**src/rtl/mdu_pkg.sv**
```systemverilog
// Shared types for the iterative multiply/divide unit and the control FSM that drives it.
package mdu_pkg;

  typedef enum logic [1:0] {
    OP_MULT  = 2'b00,
    OP_MULTU = 2'b01,
    OP_DIV   = 2'b10,
    OP_DIVU  = 2'b11
  } mdu_op_t;

  typedef enum logic [1:0] {
    S_IDLE = 2'b00,
    S_PREP = 2'b01,
    S_ITER = 2'b10,
    S_FIX  = 2'b11
  } mdu_state_t;

  function automatic logic op_is_div(input mdu_op_t o);
    return (o == OP_DIV) || (o == OP_DIVU);
  endfunction

  function automatic logic op_is_signed(input mdu_op_t o);
    return (o == OP_MULT) || (o == OP_DIV);
  endfunction

endpackage

```
**src/rtl/mult_div_unit.sv**
```systemverilog
// Radix-2 iterative multiply/divide unit with HI/LO registers, MTHI/MTLO writes
// and a start/busy/done handshake.
module mult_div_unit
  import mdu_pkg::*;
#(
  parameter int WIDTH = 32
) (
  input  logic             Clk,
  input  logic             reset,
  input  logic             start,
  input  logic [1:0]       op,
  input  logic [WIDTH-1:0] a,
  input  logic [WIDTH-1:0] b,
  input  logic             hi_we,
  input  logic             lo_we,
  input  logic [WIDTH-1:0] wdata,
  output logic             busy,
  output logic             done,
  output logic             div_by_zero,
  output logic [WIDTH-1:0] hi,
  output logic [WIDTH-1:0] lo,
  output mdu_state_t       state_dbg
);

  localparam int CW = $clog2(WIDTH + 1);
  localparam int W2 = 2 * WIDTH;

  // Handshake: start is taken on any edge while in S_IDLE (including the done
  // cycle); busy is high from that edge through the done cycle, and done is a
  // single-cycle pulse during which hi/lo already hold the new result.

  mdu_state_t       state_q;
  mdu_op_t          op_q;
  logic [WIDTH-1:0] opnd_q, a_raw_q, hi_q, lo_q;
  logic [W2-1:0]    acc_q;
  logic [CW-1:0]    cnt_q;
  logic             neg_p_q, neg_r_q, b_zero_q, busy_q, done_q, dbz_q;

  mdu_op_t          op_in;
  logic             a_neg, b_neg;
  logic [WIDTH-1:0] a_mag, b_mag;
  logic [WIDTH:0]   mul_sum, div_trial;
  logic [W2-1:0]    step_d, prod_d;
  logic [WIDTH-1:0] fix_hi_d, fix_lo_d, rem_d;

  always_comb begin
    op_in = mdu_op_t'(op);
    a_neg = op_is_signed(op_in) & a[WIDTH-1];
    b_neg = op_is_signed(op_in) & b[WIDTH-1];
    a_mag = a_neg ? -a : a;
    b_mag = b_neg ? -b : b;

    // Multiply: add the multiplicand into the upper half, then shift right.
    mul_sum = {1'b0, acc_q[W2-1:WIDTH]} + (acc_q[0] ? {1'b0, opnd_q} : '0);
    // Divide: shift {rem, quot} left one bit and try to subtract the divisor.
    div_trial = {acc_q[W2-1:WIDTH], acc_q[WIDTH-1]} - {1'b0, opnd_q};
    if (op_is_div(op_q)) begin
      step_d = div_trial[WIDTH] ? {acc_q[W2-2:0], 1'b0}
                                : {div_trial[WIDTH-1:0], acc_q[WIDTH-2:0], 1'b1};
    end else begin
      step_d = {mul_sum, acc_q[WIDTH-1:1]};
    end

    prod_d = neg_p_q ? -acc_q : acc_q;
    rem_d  = acc_q[W2-1:WIDTH];
    if (!op_is_div(op_q)) begin
      fix_hi_d = prod_d[W2-1:WIDTH];
      fix_lo_d = prod_d[WIDTH-1:0];
    end else if (b_zero_q) begin
      fix_hi_d = a_raw_q;
      fix_lo_d = '1;
    end else begin
      fix_hi_d = neg_r_q ? -rem_d : rem_d;
      fix_lo_d = neg_p_q ? -acc_q[WIDTH-1:0] : acc_q[WIDTH-1:0];
    end
  end

  always_ff @(posedge Clk or negedge reset) begin
    if (!reset) begin
      state_q  <= S_IDLE;
      op_q     <= OP_MULT;
      opnd_q   <= '0;
      a_raw_q  <= '0;
      hi_q     <= '0;
      lo_q     <= '0;
      acc_q    <= '0;
      cnt_q    <= '0;
      neg_p_q  <= 1'b0;
      neg_r_q  <= 1'b0;
      b_zero_q <= 1'b0;
      busy_q   <= 1'b0;
      done_q   <= 1'b0;
      dbz_q    <= 1'b0;
    end else begin
      done_q <= 1'b0;
      dbz_q  <= 1'b0;
      unique case (state_q)
        S_IDLE: begin
          busy_q <= 1'b0;
          if (!busy_q && hi_we) hi_q <= wdata;
          if (!busy_q && lo_we) lo_q <= wdata;
          if (start) begin
            // Magnitudes and result signs are taken here so the first
            // radix-2 step can run on the following edge.
            op_q     <= op_in;
            a_raw_q  <= a;
            b_zero_q <= (b == '0);
            opnd_q   <= op_is_div(op_in) ? b_mag : a_mag;
            acc_q    <= {{WIDTH{1'b0}}, (op_is_div(op_in) ? a_mag : b_mag)};
            cnt_q    <= CW'(WIDTH);
            neg_p_q  <= a_neg ^ b_neg;
            neg_r_q  <= a_neg;
            busy_q   <= 1'b1;
            state_q  <= S_PREP;
          end
        end
        S_PREP, S_ITER: begin
          if (state_q == S_PREP && op_is_div(op_q) && b_zero_q) begin
            state_q <= S_FIX;
          end else begin
            acc_q   <= step_d;
            cnt_q   <= cnt_q - CW'(1);
            state_q <= (cnt_q == CW'(1)) ? S_FIX : S_ITER;
          end
        end
        S_FIX: begin
          hi_q    <= fix_hi_d;
          lo_q    <= fix_lo_d;
          dbz_q   <= op_is_div(op_q) & b_zero_q;
          done_q  <= 1'b1;
          state_q <= S_IDLE;
        end
        default: state_q <= S_IDLE;
      endcase
    end
  end

  assign busy        = busy_q;
  assign done        = done_q;
  assign div_by_zero = dbz_q;
  assign hi          = hi_q;
  assign lo          = lo_q;
  assign state_dbg   = state_q;

endmodule

```
**config.mk**
```make
export PLATFORM = sky130hd
export DESIGN_NAME = mult_div_unit
export DESIGN_NICKNAME = d
export VERILOG_FILES = /design/src/rtl/mdu_pkg.sv /design/src/rtl/mult_div_unit.sv
export SDC_FILE = /design/constraint.sdc
export NUM_CORES = 1
export LEC_CHECK = 0
export ABC_AREA = 1
export BUFFER_PORTS_ARGS = -buffer_cell sky130_fd_sc_hd__buf_2
export CELL_PAD_IN_SITES_DETAIL_PLACEMENT = 1
export CELL_PAD_IN_SITES_GLOBAL_PLACEMENT = 1
export CORE_MARGIN = 10
export CORE_UTILIZATION = 43
export CTS_CLUSTER_DIAMETER = 200
export DETAILED_ROUTE_END_ITERATION = 6
export PLACE_DENSITY_LB_ADDON = 0.1
export SETUP_SLACK_MARGIN = 0.2
export SKIP_LAST_GASP = 1
export SLEW_MARGIN = 25
export SYNTH_ARGS = -nofsm -noshare
export SYNTH_HDL_FRONTEND = slang
export SYNTH_SLANG_ARGS = --single-unit
```
**constraint.sdc**
```tcl
create_clock -name Clk -period 3.25 [get_ports Clk]
set_input_delay 0.1625 -clock Clk [delete_from_list [all_inputs] [get_ports Clk]]
set_output_delay 0.1625 -clock Clk [all_outputs]
set_load 0.01 [all_outputs]
```
==> results of run 1 <==
-- sequential cells by signal, summed over array words and instances (netlist names) --
name,count
a_raw_q,32
acc_q,64
b_zero_q,1
busy,1
cnt_q,6
div_by_zero,1
done,1
hi,32
lo,32
neg_p_q,1
neg_r_q,1
op_q,1
opnd_q,32
state_dbg,2
-- synth_stat cells (4+ instances only) --
cell type	instances	area, µm²
nor2_2	4	25.0
o211ai_1	27	203
nand4_1	43	269
ha_1	73	913
o21ai_0	225	1130
or2_2	10	62.6
o21bai_1	6	45.0
nor3_1	24	120
nor4_1	4	25.0
inv_2	8	30.0
a22oi_1	15	113
xor2_1	47	412
inv_1	427	1600
nor2_1	477	1790
and2_1	5	31.3
a21o_1	10	75.1
clkbuf_1	106	398
a31oi_1	11	68.8
buf_1	18	67.6
o21ai_1	16	80.1
nand2_1	1122	4210
buf_2	6	30.0
nand3b_1	17	128
a21oi_1	264	1320
dfrtp_1	207	5180
xnor2_1	17	149
nand3_1	282	1410
o221ai_1	15	131
-- final timing paths --
kind,slack (ps),endpoint,depth (start not counted),start
max,320,hi[4],13,acc_q[0]
min,-3,a_raw_q[22],3,a[22]
max reg2reg,320,hi[4],13,acc_q[0]
min reg2reg,490,a_raw_q[20],2,a_raw_q[20]
max in group asynchronous,2000,acc_q[37],3,reset
min in group asynchronous,200,acc_q[53],2,reset
-- cell usage in the layout (no fill, tap or decap), types with 43 or more instances in the layout --
master         Yosys  routed
dfrtp_1          207     204
dlygate4sd3_1      0      47
nand3_1          282     282
inv_1            427     425
xor2_1            47      46
nor2_1           477     475
o21ai_0          225     225
a21oi_1          264     262
nand2_1         1122    1119
ha_1              73      71
buf_2              6     170
nand4_1           43      43
buf_4              2      70
-- metal layers --
| layer | GRT usage | up-vias | share of wire | routed length, µm |
|---|---|---|---|---|
| li1 | - | 11674 | - | - |
| met1 | 0.499 | 12600 | 0.42 | 45600 |
| met2 | 0.570 | 1385 | 0.43 | 46800 |
| met3 | 0.0692 | 248 | 0.099 | 10700 |
| met4 | 0.156 | 8 | 0.047 | 5080 |
| met5 | 0 | - | 0.00053 | 57 |
-- metrics by stage --
step                      instance area [µm²]  total power, µW
after global routing                    23500            29100
after detailed placement                22100            23000
after CTS                               23500            26600
after floorplan                         20300            16200
final                                   23500            27400
after global placement                  22100            22300
-- power groups by stage --
stage          Combinational, µW  Clock [µW]  Sequential, µW
6_report                   18900        3280            5240
5_1_grt                    20400        3380            5280
4_1_cts                    18200        3270            5100
3_5_place_dp               17900           0            5120
3_3_place_gp               17200           0            5030
2_1_floorplan              11400           0            4770
-- final cells by class --
class / instances / area [µm²] / share of cell area
sequential: 207 / 5190 / 0.220
tap: 607 / 759 / 0.0323
clock buffer: 34 / 732 / 0.0311
multi-input combinational: 2743 / 13000 / 0.553
clock inverter: 12 / 205 / 0.00872
inverter: 438 / 1640 / 0.0699
timing repair buffer: 294 / 1980 / 0.0842
antenna: 2 / 5.00 / 0.000213
-- tightest hold or removal path, cell delays in order --
cell and delay, ps:
buf_2 140, inv_1 110, o21ai_0 100
-- cell families after synthesis --
kind of cell / synth area share
adder cells (fa/ha/maj): 0.0469
buffers and inverters: 0.108
AO/OA/AOI/OAI: 0.160
XOR/XNOR: 0.0276
flip-flops: 0.255
AND/OR/NAND/NOR: 0.403
-- repair_timing --
item | CTS | global route
endpoints found under the hold margin | 164 | 0
resized for setup | 0 | 7
setup endpoints to repair | 0 | 25
hold buffers | 47 | 0
==> results.sh, run 1 <==
export IMPL_instances_no_fill=4337
export IMPL_nets=3888
export IMPL_grt_max_degree=99
export IMPL_drt_iter0_drc=2826
export IMPL_wirelength_um=108000
export IMPL_dr_pass1_iters=6
export IMPL_crit_top_cell="nand2_1"
export IMPL_max_stage_delay_ps=460
export IMPL_vias=25915
export IMPL_coreArea_um2=46700
export IMPL_slew_headroom=0.369
export IMPL_clk_latency_ps=560
export IMPL_status="finished, violations left"
export IMPL_p_leak_uw=0.0121
export IMPL_yosysUniqueCellTypes=47
export IMPL_die_area_um2=56400
export IMPL_drive_gt1_frac=0.0901
export IMPL_netlist_instances=3522
export IMPL_cts_tree="yes"
export IMPL_cts_buffer_depth=3
export IMPL_first_global_vias=25887
export IMPL_synth_edf_count=0
export IMPL_io_pins=172
export IMPL_whs_ps=-3.42
export IMPL_grt_usage=0.370
export IMPL_critPathKind="reg -> reg"
export IMPL_seqPwrFrac=0.191
export IMPL_failed_checks="negative hold slack"
export IMPL_setup_ws_ps=318
export IMPL_maxCapViolCount=0
export IMPL_hold_violations=1
export IMPL_final_util=0.504
export IMPL_hold_class="in -> reg"
export IMPL_p_per_area_nw_per_um2=1170
export IMPL_route_detailed_drc=0
export IMPL_preCtsSetupSlack_ps=374
export IMPL_dp_cells=4241
export IMPL_crit_arrival_ps=3410
export IMPL_sw_frac_of_total=0.588
export IMPL_fill_cells=6646
export IMPL_skew_ps=15.0
export IMPL_required_ps=3730
export IMPL_die_w_um=237
export IMPL_rows=79
export IMPL_crit_path_end_kind="flip-flop"
export IMPL_drv_slew=0
export IMPL_critPathTopFamily="simple AND/OR/NAND/NOR gates"
export IMPL_yosysWarnings=0
export IMPL_rsz0062_at_grt="no"
export IMPL_synth_avg_cell_area_um2=5.77
export IMPL_synth_seq_cells=207
export IMPL_fin_crit_ps=2930
export IMPL_finalSetupTns_ps=0
export IMPL_power_internal_uw=11300
export IMPL_cts_setup_buffers=0
export IMPL_die_h_um=237
export IMPL_ant_nets=0
export IMPL_period_share=0.902
export IMPL_post_drt_wl_per_cell_um=24.9
export IMPL_crit_chain="buf_4 > inv_1 > ha_1 > nand2_1 > nor2_1 > nand2_1 > o21ai_4 > nand2_1 > nand2_1 > nand2_1 > o21ai_0 > nand2_1 > a21oi_1"
export IMPL_fmax_ghz=0.341
export IMPL_clkTransAtPathRegs_ps=60
export IMPL_setup_viol=0
export IMPL_gp_congestion=1.03
export IMPL_synth_area_um2=20300
export IMPL_async_flop_share=1.00
export IMPL_h_tree_depth=1
export IMPL_portBuffers=171
export IMPL_cp_slowest_cell="dfrtp_1"
export IMPL_critPathLaunchType="flip-flop"
export IMPL_start_util=0.436
export IMPL_pwr_share_comb=0.689
export IMPL_synth_nets=3700
export IMPL_p_sw_uw=16100
export IMPL_dp_hpwl_um=85400
export IMPL_ys_flop_type="dfrtp_1"
export IMPL_viasPerCell=5.98
export IMPL_ys_seq_area_frac=0.255
export IMPL_max_slew_worst_pin_slew_ps=947
export IMPL_cts_sinks=207
export IMPL_area_delta_synth_final_pct=15.7
export IMPL_worst_path_buf_inv=2
export IMPL_cp_max_fo=10
export IMPL_root_buffer="clkbuf_16"
export IMPL_grt_pass1_wl_um=161000
export IMPL_antenna_found_initial=5
export IMPL_clock_power_share=0.120
export IMPL_overflow=0
export IMPL_ir_drop_v=0.000951
export IMPL_cts_made_buffers=26
Power figures use the tool's default switching activity.
==> inputs of run 2 (changes only) <==
CORE_MARGIN = 2   (was 10)
CTS_CLUSTER_SIZE = 25   (was unset)
PLACE_DENSITY = 0.8   (was unset)
PLACE_DENSITY_LB_ADDON = unset   (was 0.1)
==> results.sh, run 2 (same netlist as run 1, synthesis figures left out) <==
export IMPL_cp_max_fo=26
export IMPL_start_util=0.436
export IMPL_setup_viol=0
export IMPL_portBuffers=171
export IMPL_status="finished, violations left"
export IMPL_rows=79
export IMPL_instances_no_fill=4293
export IMPL_drv_slew=0
export IMPL_nets=3862
export IMPL_grt_pass1_wl_um=158000
export IMPL_grt_max_degree=84
export IMPL_cts_made_buffers=12
export IMPL_finalSetupTns_ps=0
export IMPL_overflow=0
export IMPL_p_leak_uw=0.0118
export IMPL_die_h_um=221
export IMPL_die_area_um2=49000
export IMPL_final_common_cell="nand2_1"
export IMPL_crit_arrival_ps=3380
export IMPL_fmax_ghz=0.338
export IMPL_preCtsSetupSlack_ps=143
export IMPL_crit_top_cell="nand2_1"
export IMPL_wirelength_um=105000
export IMPL_diodes=0
export IMPL_die_w_um=221
export IMPL_period_share=0.911
export IMPL_hold_violations=1
export IMPL_clk_latency_ps=560
export IMPL_ant_nets=0
export IMPL_vias=25741
export IMPL_first_global_vias=25602
export IMPL_area_delta_synth_final_pct=12.2
export IMPL_skew_ps=55.8
export IMPL_coreArea_um2=46700
export IMPL_root_buffer="clkbuf_16"
export IMPL_h_tree_depth=1
export IMPL_whs_ps=-0.763
export IMPL_layout_common_cells="nand2_1 (1,120), nor2_1 (472), inv_1 (425), nand3_1 (282), a21oi_1 (263)"
export IMPL_top_register="acc_q"
export IMPL_rsz0062_at_grt="yes"
export IMPL_crit_chain="buf_4 > nand2_1 > inv_1 > ha_1 > a21oi_1 > o21ai_0 > a21oi_1 > nor2_1 > nor2_1 > nand2_1 > nand2_1 > nand3_1 > nand3_1 > nand2_1"
export IMPL_antenna_found_initial=4
export IMPL_p_per_area_nw_per_um2=1130
export IMPL_hold_class="in -> reg"
export IMPL_required_ps=3670
export IMPL_io_pins=172
export IMPL_viasPerCell=6.00
export IMPL_slew_headroom=0.451
export IMPL_final_util=0.489
export IMPL_drt_iter0_drc=3281
export IMPL_failed_checks="design-rule violations, negative hold slack"
export IMPL_dr_pass1_iters=7
export IMPL_maxCapViolCount=0
export IMPL_cts_buffer_depth=3
export IMPL_largest_reg_flops=64
export IMPL_cts_sinks=207
export IMPL_critPathKind="reg -> reg"
export IMPL_gp_congestion=1.04
export IMPL_route_detailed_drc=10
export IMPL_max_slew_worst_pin_slew_ps=814
export IMPL_post_drt_wl_per_cell_um=24.5
export IMPL_cts_tree="yes"
export IMPL_ir_drop_v=0.00136
export IMPL_drive_gt1_frac=0.0849
export IMPL_cp_slowest_cell="dfrtp_1"
export IMPL_fin_crit_ps=2960
export IMPL_clkTransAtPathRegs_ps=120
export IMPL_crit_path_end_kind="flip-flop"
export IMPL_dp_cells=4239
export IMPL_setup_ws_ps=290
export IMPL_grt_usage=0.421
export IMPL_critPathLaunchType="flip-flop"
export IMPL_max_stage_delay_ps=400
export IMPL_dp_hpwl_um=84400
run 2: cell types whose count changed in the layout (fill, tap and decap cells not counted), moves of 3 or more:
cell           previous run  this run
nor2_2                    6         9
clkbuf_8                  3         0
clkbuf_16                27        12
nor2_1                  475       472
bufinv_16                 5         0
dlygate4sd3_1            47        33
run 2: repair_timing:
item                       4_1_cts  5_1_grt
hold buffers                    32        1
gates cloned                     0        1
pin swaps                        0        3
setup endpoints to repair        8       33
hold endpoints to repair       124        1
gates resized for setup          1       11
setup buffers                    0        4
run 2: routing by layer:
| layer | up-vias | wire [µm] | track usage |
|---|---|---|---|
| met4 | 8 | 5200 | 0.177 |
| li1 | 11596 | - | - |
| met1 | 12613 | 44600 | 0.582 |
| met2 | 1290 | 45100 | 0.643 |
| met3 | 234 | 10400 | 0.0791 |
| met5 | - | 47 | 0 |
run 2: path summary, 6_finish.rpt:
path	from	endpoint	slack, ps	depth (start not counted)
setup / recovery	acc_q[0]	acc_q[61]	290	14
hold / removal	wdata[22]	lo[22]	-0.8	3
setup reg to reg	acc_q[0]	acc_q[61]	290	14
hold reg to reg	a_raw_q[21]	a_raw_q[21]	510	2
max in group asynchronous	reset	a_raw_q[20]	2150	3
min in group asynchronous	reset	opnd_q[29]	180	2
run 2: worst max-delay path: cells and delay by family, from the launching register on:
family	cells	cell delay, ps
adder cells (fa/ha/maj)	1	310
AO/OA/AOI/OAI	3	680
buffers and inverters	2	510
AND/OR/NAND/NOR	8	940
flip-flops	1	400
run 2: power by group:
group / total [µW] / switching (µW) / internal (µW)
Clock: 1730 / 1020 / 708
Combinational: 18900 / 13400 / 5480
Sequential: 5240 / 1430 / 3810
run 2: cell type report:
class | count | area, µm²
Inverter | 438 | 1640
Multi-Input combinational cell | 2743 | 13000
Clock buffer | 14 | 308
Tap cell | 607 | 759
Fill cell | 6664 | 23800
Sequential cell | 207 | 5190
Clock inverter | 2 | 36.3
Timing Repair Buffer | 282 | 1860
run 2: per-stage QoR:
stage | instance area, µm² | total power, µW
finish | 22800 | 25800
global route | 22800 | 27500
CTS | 22700 | 24900
detailed placement | 22100 | 23000
global placement | 22100 | 22300
floorplan | 20300 | 16200
